File: config.mk
export PLATFORM = sky130hd
export DESIGN_NAME = muldiv_unit
export DESIGN_NICKNAME = d
export VERILOG_FILES = /design/src/rtl/muldiv_pkg.sv /design/src/rtl/muldiv_unit_div.sv /design/src/rtl/muldiv_unit.sv
export SDC_FILE = /design/constraint.sdc
export NUM_CORES = 2
export LEC_CHECK = 0
export BUFFER_PORTS_ARGS = -buffer_cell sky130_fd_sc_hd__buf_2
export CORE_MARGIN = 2
export CORE_UTILIZATION = 45
export CTS_CLUSTER_DIAMETER = 40
export DETAILED_ROUTE_END_ITERATION = 10
export PLACE_DENSITY_LB_ADDON = 0.3
export SETUP_SLACK_MARGIN = 0.3
export SLEW_MARGIN = 20
export SYNTH_ARGS = -nofsm -noshare
export SYNTH_HDL_FRONTEND = slang
export SYNTH_HIERARCHICAL = 1
export SYNTH_SLANG_ARGS = --single-unit
File: constraint.sdc
create_clock -name clk -period 7.93 [get_ports clk]
set_input_delay 1.586 -clock clk [delete_from_list [all_inputs] [get_ports clk]]
set_output_delay 1.586 -clock clk [all_outputs]
set_load 0.02 [all_outputs]
File: src/rtl/muldiv_pkg.sv
// muldiv_pkg: shared constants and state encoding for the RV32M multiply/divide unit
package muldiv_pkg;
  localparam logic [2:0] F3_MUL    = 3'b000;
  localparam logic [2:0] F3_MULH   = 3'b001;
  localparam logic [2:0] F3_MULHSU = 3'b010;
  localparam logic [2:0] F3_MULHU  = 3'b011;
  localparam logic [2:0] F3_DIV    = 3'b100;
  localparam logic [2:0] F3_DIVU   = 3'b101;
  localparam logic [2:0] F3_REM    = 3'b110;
  localparam logic [2:0] F3_REMU   = 3'b111;
  localparam int DIV_ITERS = 32;
  localparam logic [31:0] DIV_BY_ZERO_Q = 32'hFFFFFFFF;
  typedef enum logic [1:0] {IDLE = 2'd0, MUL = 2'd1, DIV = 2'd2, DONE = 2'd3} state_t;
endpackage

File: src/rtl/muldiv_unit_div.sv
// div_restoring_core: unsigned restoring divider, one quotient bit per step
module div_restoring_core
  import muldiv_pkg::*;
(
  input  logic        clk,
  input  logic        rst,
  input  logic        load,
  input  logic        step,
  input  logic [31:0] dividend,
  input  logic [31:0] divisor,
  output logic        done,
  output logic [31:0] quotient,
  output logic [31:0] remainder
);
  localparam int CW = $clog2(DIV_ITERS);
  logic [31:0] quo, rem, dsr;
  logic [CW-1:0] cnt;
  logic [32:0] diff;
  // quotient/remainder expose this step's result so the last step can be captured directly
  always_comb begin
    diff      = {rem, quo[31]} - {1'b0, dsr};
    quotient  = {quo[30:0], ~diff[32]};
    remainder = diff[32] ? {rem[30:0], quo[31]} : diff[31:0];
    done      = cnt == '0;
  end
  always_ff @(posedge clk or negedge rst)
    if (!rst) begin
      quo <= '0;
      rem <= '0;
      dsr <= '0;
      cnt <= '0;
    end else if (load) begin
      quo <= dividend;
      rem <= '0;
      dsr <= divisor;
      cnt <= CW'(DIV_ITERS - 1);
    end else if (step) begin
      quo <= quotient;
      rem <= remainder;
      cnt <= cnt - CW'(1);
    end
endmodule

File: src/rtl/muldiv_unit.sv
// muldiv_unit: iterative RV32M execution unit (single-cycle multiply, 32-step divide)
module muldiv_unit
  import muldiv_pkg::*;
#(
  parameter int XLEN = 32
) (
  input  logic            clk,
  input  logic            rst,
  input  logic            start,
  input  logic            kill,
  input  logic [2:0]      funct3,
  input  logic [XLEN-1:0] op_a,
  input  logic [XLEN-1:0] op_b,
  output logic            muldiv_busy,
  output logic            muldiv_ready,
  output logic [XLEN-1:0] result
);
  localparam logic [XLEN-1:0] MIN_NEG = {1'b1, {(XLEN-1){1'b0}}};
  state_t state, nxt;
  logic [2:0] f3;
  logic [XLEN-1:0] a, b, a_mag, b_mag, spec_res, quotient, remainder, q_fix, r_fix, mul_res, div_res;
  logic [2*XLEN-1:0] prod;
  logic accept, in_signed, special, div_done;
  assign accept    = state == IDLE && start && !kill;
  assign in_signed = !funct3[0];
  assign special   = funct3[2] && (op_b == '0 || (in_signed && op_a == MIN_NEG && op_b == '1));
  assign spec_res  = op_b == '0 ? (funct3[1] ? op_a : DIV_BY_ZERO_Q) : (funct3[1] ? '0 : MIN_NEG);
  assign a_mag     = in_signed && op_a[XLEN-1] ? -op_a : op_a;
  assign b_mag     = in_signed && op_b[XLEN-1] ? -op_b : op_b;
  div_restoring_core u_core (
    .clk,
    .rst,
    .load     (accept),
    .step     (state == DIV && !kill),
    .dividend (a_mag),
    .divisor  (b_mag),
    .done     (div_done),
    .quotient,
    .remainder
  );
  // operands are sign-extended to 2*XLEN so one unsigned multiply covers all four variants
  always_comb begin
    prod    = {{XLEN{f3 != F3_MULHU && a[XLEN-1]}}, a} * {{XLEN{f3 == F3_MULH && b[XLEN-1]}}, b};
    mul_res = f3 == F3_MUL ? prod[XLEN-1:0] : prod[2*XLEN-1:XLEN];
    q_fix   = !f3[0] && (a[XLEN-1] ^ b[XLEN-1]) ? -quotient : quotient;
    r_fix   = !f3[0] && a[XLEN-1] ? -remainder : remainder;
    div_res = f3[1] ? r_fix : q_fix;
  end
  always_ff @(posedge clk or negedge rst)
    if (!rst) state <= IDLE;
    else state <= nxt;
  always_comb
    nxt = kill ? IDLE :
          state == IDLE ? (!start ? IDLE : !funct3[2] ? MUL : special ? DONE : DIV) :
          state == MUL ? DONE :
          state == DIV ? (div_done ? DONE : DIV) : IDLE;
  always_ff @(posedge clk or negedge rst)
    if (!rst) begin
      f3     <= '0;
      a      <= '0;
      b      <= '0;
      result <= '0;
    end else begin
      if (accept) begin
        f3 <= funct3;
        a  <= op_a;
        b  <= op_b;
      end
      if (accept && special) result <= spec_res;
      else if (!kill && state == MUL) result <= mul_res;
      else if (!kill && state == DIV && div_done) result <= div_res;
    end
  always_comb begin
    muldiv_busy  = state == MUL || state == DIV;
    muldiv_ready = state == DONE;
  end
endmodule

# Word-level counts from Yosys, hierarchy flattened
# Index checks and enable logic that the tools add are counted.
word_totals:
  output_inout_bits: 34
  elab_cells: 78
  regBits: 202
  inputBits: 71
classes:
  mul: 1
  eq_ne: 7
  addsub: 6
  reduce_logical: 26
  bitwise: 2
  mux: 27
ops:
  columns: ["op", "n"]
  rows:
  - ["32-bit two-way mux", 17]
  - ["32-bit negator", 4]
  - ["32-bit equality test (second input constant)", 2]
  - ["33-bit by 33-bit multiplier with 64-bit output", 1]
  - ["33-bit by 32-bit subtractor with 33-bit output", 1]
  - ["32-bit logical NOT", 1]
  - ["1-bit logical AND", 15]
  - ["2-bit two-way mux", 6]
  - ["5-bit two-way mux", 2]
  - ["5-bit logical NOT", 1]
  - ["5-bit by 1-bit subtractor with 5-bit output (second input constant)", 1]
  - ["2-bit equality test (second input constant)", 2]
  - ["3-bit by 1-bit equality test with 1-bit output (second input constant)", 1]
  - ["1-bit logical NOT", 3]
  - ["3-bit logical NOT", 1]
  - ["3-bit by 2-bit != test with 1-bit output (second input constant)", 1]
  - ["3-bit nonzero test", 1]
  - ["2-bit by 1-bit equality test with 1-bit output (second input constant)", 1]
  - ["2-bit logical NOT", 1]
  - ["1-bit logical OR", 2]
  - ["1-bit two-way mux", 2]
  - ["2-bit nonzero test", 1]
  - ["1-bit NOT", 1]
  - ["1-bit bitwise XOR", 1]

# Longest topological paths before layout
logic_depth:
  ltp_word: 10
  mapped_depth: 33
  mapped_depth_nobuf: 30

# By module
# Netlist, hierarchy kept.
modules_own_cells:
  columns: ["module", "cells_each", "seq_area_each_um2", "area_per_inst_um2", "n_inst"]
  rows:
  - ["muldiv_unit", 5301, 2527.4, 45985.4, 1]
  - ["div_restoring_core", 792, 2527.4, 6685.2, 1]

# Worst setup path after synthesis
# Ideal clock, no wire load.
synth_path:
  path_type: "register to register"
  startpoint: "reg f3[0]"
  endpoint: "reg result[20]"
  path_stages_with_launch: 31
  setup_time_ns: 0.126
  period_less_slack_ns: 8.351
  n_path_buf: 2
  arrival_time_ns: 8.225
  required_ns: 7.804
  setup_slack_ns: -0.421
  path_cell_list: "dfrtp_1 > nor2b_1 > nand2_1 > clkbuf_1 > and2_1 > clkbuf_1 > nand2_1 > inv_1 > fa_1 > fa_1 > fa_1 > inv_1 > fa_1 > inv_1 > fa_1 > fa_1 > inv_1 > fa_1 > fa_1 > inv_1 > ha_1 > and2_1 > and3_1 > a221oi_1 > nor2_1 > a211oi_1 > o21ai_0 > o31a_1 > xnor2_1 > a211oi_1 > a221o_1"
synth_between:
  elab_chain_len: 7
  word_cells_on_any_way: 16
  classes_between: "mul: 1; eq/ne: 2; mux: 7; reduce/logical: 6"
synth_rtl:
  columns: ["item", "line_no", "text"]
  rows:
  - ["start, declared", "muldiv_unit.sv:20", "logic [2:0] f3;"]
  - ["start signal, assigned", "muldiv_unit.sv:65", "f3 <= funct3;"]
  - ["branches (longest 5 deep; another with 33-bit by 33-bit multiplier with 64-bit output)", null, null]
  - ["32-bit two-way mux (*)", "muldiv_unit.sv:70", "else if (!kill && state == MUL) result <= mul_res;"]
  - ["32-bit two-way mux (*)", "muldiv_unit.sv:69", "if (accept && special) result <= spec_res;"]
  - ["end signal, assigned", "muldiv_unit.sv:69", null]
  - ["end signal, assigned", "muldiv_unit.sv:70", null]
  - ["end signal, assigned", "muldiv_unit.sv:71", "else if (!kill && state == DIV && div_done) result <= div_res;"]
  - ["end, declared", "muldiv_unit.sv:16", "output logic [XLEN-1:0] result"]
# Every way passes the cells marked *. The select of a mux whose other input is x is not followed.
# A chain may end at the register's enable or synchronous reset.

# Worst setup path in the final report
layout_path:
  startpoint: "reg f3[2]"
  endpoint: "reg result[25]"
layout_between:
  elab_chain_len: 6
  word_cells_on_any_way: 9
  classes_between: "mul: 1; eq/ne: 2; mux: 3; reduce/logical: 3"
layout_rtl:
  columns: ["item", "line_no", "text"]
  rows:
  - ["3-bit by 2-bit != test with 1-bit output or 3-bit by 1-bit equality test with 1-bit output (tied branches)", "muldiv_unit.sv:43", "prod = {{XLEN{f3 != F3_MULHU && a[XLEN-1]}}, a} * {{XLEN{f3 == F3_MULH && b[XLEN-1]}}, b};"]
  - ["1-bit logical AND", "muldiv_unit.sv:43", null]
  - ["33-bit by 33-bit multiplier with 64-bit output", "muldiv_unit.sv:43", null]
  - ["32-bit two-way mux (*)", "muldiv_unit.sv:44", "mul_res = f3 == F3_MUL ? prod[XLEN-1:0] : prod[2*XLEN-1:XLEN];"]
  - ["32-bit two-way mux (*)", "muldiv_unit.sv:70", null]
  - ["32-bit two-way mux (*)", "muldiv_unit.sv:69", null]
# Every way passes the cells marked *; elsewhere a longest branch is shown, timed or not.

==> flow_summary_export.csv <==
group,metric,value,unit
outcome,run_status,"finished with violations",
outcome,failed_checks,"negative setup slack",
timing,slew_violations,0,
logic_synthesis,async_flop_share,100,%
routing,vias_per_cell,5.43,
timing,rsz0062_at_grt,"yes",
setup_path,r2r-start,"f3[2]",
worst_hold_path,hp-class,"reg2reg",
logic_synthesis,synthAdderAreaFrac,48.9,%
timing,whs,479,ps
timing,tightest_slew,1190,ps
logic_synthesis,ys_ff_latch,202,
routing,ant_nets,0,
global_route,grt_max_degree,112,
timing,final_hold_viol_count,0,
die,die_h,346,µm
clock_tree,cts_made_buffers,45,
place,dpl.hpwl,132000,µm
global_route,track_usage,27.3,%
logic_synthesis,syn_inst,6093,
logic_synthesis,netlist_area,52700,µm²
clock_tree,h-tree-depth,2,
logic_synthesis,synth_top_area_share,42.8,%
worst_hold_path,hold_depth,2,
routing,wl,164000,µm
die,fp.coreArea,116000,µm²
logic_synthesis,synth_mux_area_share,0.843,%
logic_synthesis,synth_edf_count,0,
timing,relSlewSlack,20.1,%
setup_path,worstSetupPathType,"reg2reg",
clock_tree,cts.sinks,202,
setup_path,cp_max_fo,5,
logic_synthesis,synth_top_flop_cell,"dfrtp_1",
setup_path,cpPeakStageDelay,600,ps
setup_path,critPathCaptureType,"flip-flop",
logic_synthesis,synth_area_leader_cell,"fa_1",
global_route,antenna_found_initial,5,
logic_synthesis,yosysUniqueCellTypes,93,
clock_tree,cts_tree,"built",
setup_path,required,8440,ps
global_route,grt_pass1_wl,255000,µm
place,post-place-ws,-291,ps
timing,worst_slack,-58.8,ps
global_route,grt_pass1_vias,44900,
logic_synthesis,synthSimpleGateAreaFrac,17.0,%
finish,drive_gt1_share,14.6,%
setup_path,start_kind,"flip-flop",
routing,vias,42800,
logic_synthesis,synth_compound_area_share,8.30,%
clock_tree,cts_root_buffer,"clkbuf_16",
timing,clock_skew,22.1,ps
logic_synthesis,synth_area_leaders,"fa_1, dfrtp_1, inv_1, nand2_1, ha_1",
timing,setup_viol_count_final,1,
timing,layout_min_cycle_time,7990,ps
timing,finalSetupTns,-58.8,ps
clock_tree,clk_path_buf_depth,3,
logic_synthesis,synth_top_family_by_area,"adder cells",
logic_synthesis,syn-num-nets,7546,
finish,areaGrowthSynthToFinish,15.6,%
die,start_util,45.3,%
setup_path,r2r_slack,-60,ps
clock_tree,clock_latency,590,ps
routing,avgRoutedWirePerCell,20.8,µm
flow_run,cap_violations,0,
finish,fin_nets,7780,
logic_synthesis,ys_seq_area_share,9.60,%
clock_tree,clkTransAtPathRegs,60,ps
die,die_x,346,µm
global_route,grt_overflow,0,
die,die_area,120000,µm²
worst_hold_path,min_to,"result[15]",
setup_path,arrival,8500,ps
die,num_rows,125,
setup_path,cpMaxStageDelayCell,"fa_2",
setup_path,reg2reg_to,"result[25]",
logic_synthesis,netlist_top_cells_count,"inv_1, nand2_1, fa_1",
timing,min_period_over_period,101,%
place,numPortBuffers,104,
worst_hold_path,holdCritStartpoint,"result[15]",
routing,drt-initial-drc-count,3304,
place,globalplace.congestion,0.946,
routing,drt_first_pass_iters,6,
logic_synthesis,synth_xor_area_share,3.68,%
die,ios,105,
setup_path,ff2ff_path_depth,32,
routing,drc_errors,0,
timing,fmax,125,MHz
logic_synthesis,synth_most_common_cell,"inv_1",
finish,final_cells,7888,
place,dp.cells,7710,
logic_synthesis,yosys_warnings,6,
logic_synthesis,syn_avg_cell_area,8.64,µm²
## metal layers
layer	routed length (µm)	vias to the layer above	global-route usage (%)	share of wire, %
met5	13	-	0	0.0079
met4	8220	2	10.9	5.0
met3	9500	377	2.81	5.8
met2	79000	1486	46.0	48
met1	67300	22100	36.1	41
li1	-	18900	-	-
## area by class of cell
class | instances | area (µm²)
Fill cell | 10700 | 55300
Multi-Input combinational cell | 4309 | 42600
Timing Repair Buffer | 558 | 5190
Sequential cell | 202 | 5070
Inverter | 1211 | 4570
Tap cell | 1524 | 1910
Clock buffer | 55 | 1240
Clock inverter | 28 | 298
Antenna cell | 1 | 2.50
## worst max-delay path by stage
stage          startpoint          to  slack, ps  depth (start not counted)
6_report            f3[2]  result[25]        -60                         32
5_1_grt             f3[2]  result[25]       -320                         30
4_1_cts             f3[2]  result[20]        100                         30
3_5_place_dp        f3[2]  result[25]       -290                         32
3_3_place_gp        f3[2]  result[25]       -270                         31
2_1_floorplan       f3[0]  result[20]         80                         30
## worst max-delay path: cells and delay by family (launching register included)
family | cells | cell delay [ps]
adders and majority gates | 9 | 4300
DFF | 1 | 400
and+or+nand+nor | 9 | 1340
AOI/OAI and AO/OA | 4 | 720
buffers and inverters | 9 | 920
xor gates and xnor gates | 1 | 210
## kinds of logic (layout without fill, tap and decap cells)
family | after synthesis | count (layout)
mux | 44 | 44
fa+ha+maj | 1382 | 1382
xor+xnor | 219 | 219
simple gates | 1967 | 1967
flops | 202 | 202
buf+inv | 1582 | 1852
other cells | 0 | 1
compound gates | 697 | 697
## through the flow
step | utilization (%) | cell area (µm²)
after floorplan | - | 52800
after global placement | 49.1 | 57100
after detailed placement | 49.1 | 57100
after CTS | 51.2 | 59500
after global routing | 52.4 | 60900
final | 52.4 | 60900
## flip-flops by register name (all words and copies together) (netlist names)
name	cells
f3	3
b	32
state	2
u_core/dsr	32
a	32
result	32
u_core/quo	32
u_core/cnt	5
u_core/rem	32
## repair_timing
item                       CTS  global route
pin swaps                   89           128
gates cloned                 2            10
gates resized for setup    147           178
buffers inserted            35            46
setup endpoints to repair   30            31
hold buffers                 0             0
## layout by cell type (no fill, tap or decap), types with 25 or more instances in the layout
cell type	n
fa_2	25
buf_2	103
ha_1	230
nand4_1	30
nor3_1	34
a21oi_1	157
o21ai_1	26
fa_1	1101
o31ai_1	32
a21o_1	42
dfrtp_1	192
nand2b_1	29
inv_1	1175
buf_12	68
and2_1	305
buf_4	333
nand2_2	27
o21ai_0	185
mux2i_1	40
and3_1	29
xor2_1	81
nor2_1	171
a311oi_1	30
nand2_1	1170
nand3_1	32
buf_6	33
inv_2	28
clkbuf_16	55
xnor2_1	124
Power is left out: the tool's default activity adds up to more than one toggle a clock period on the data nets, which glitch-free logic cannot reach.
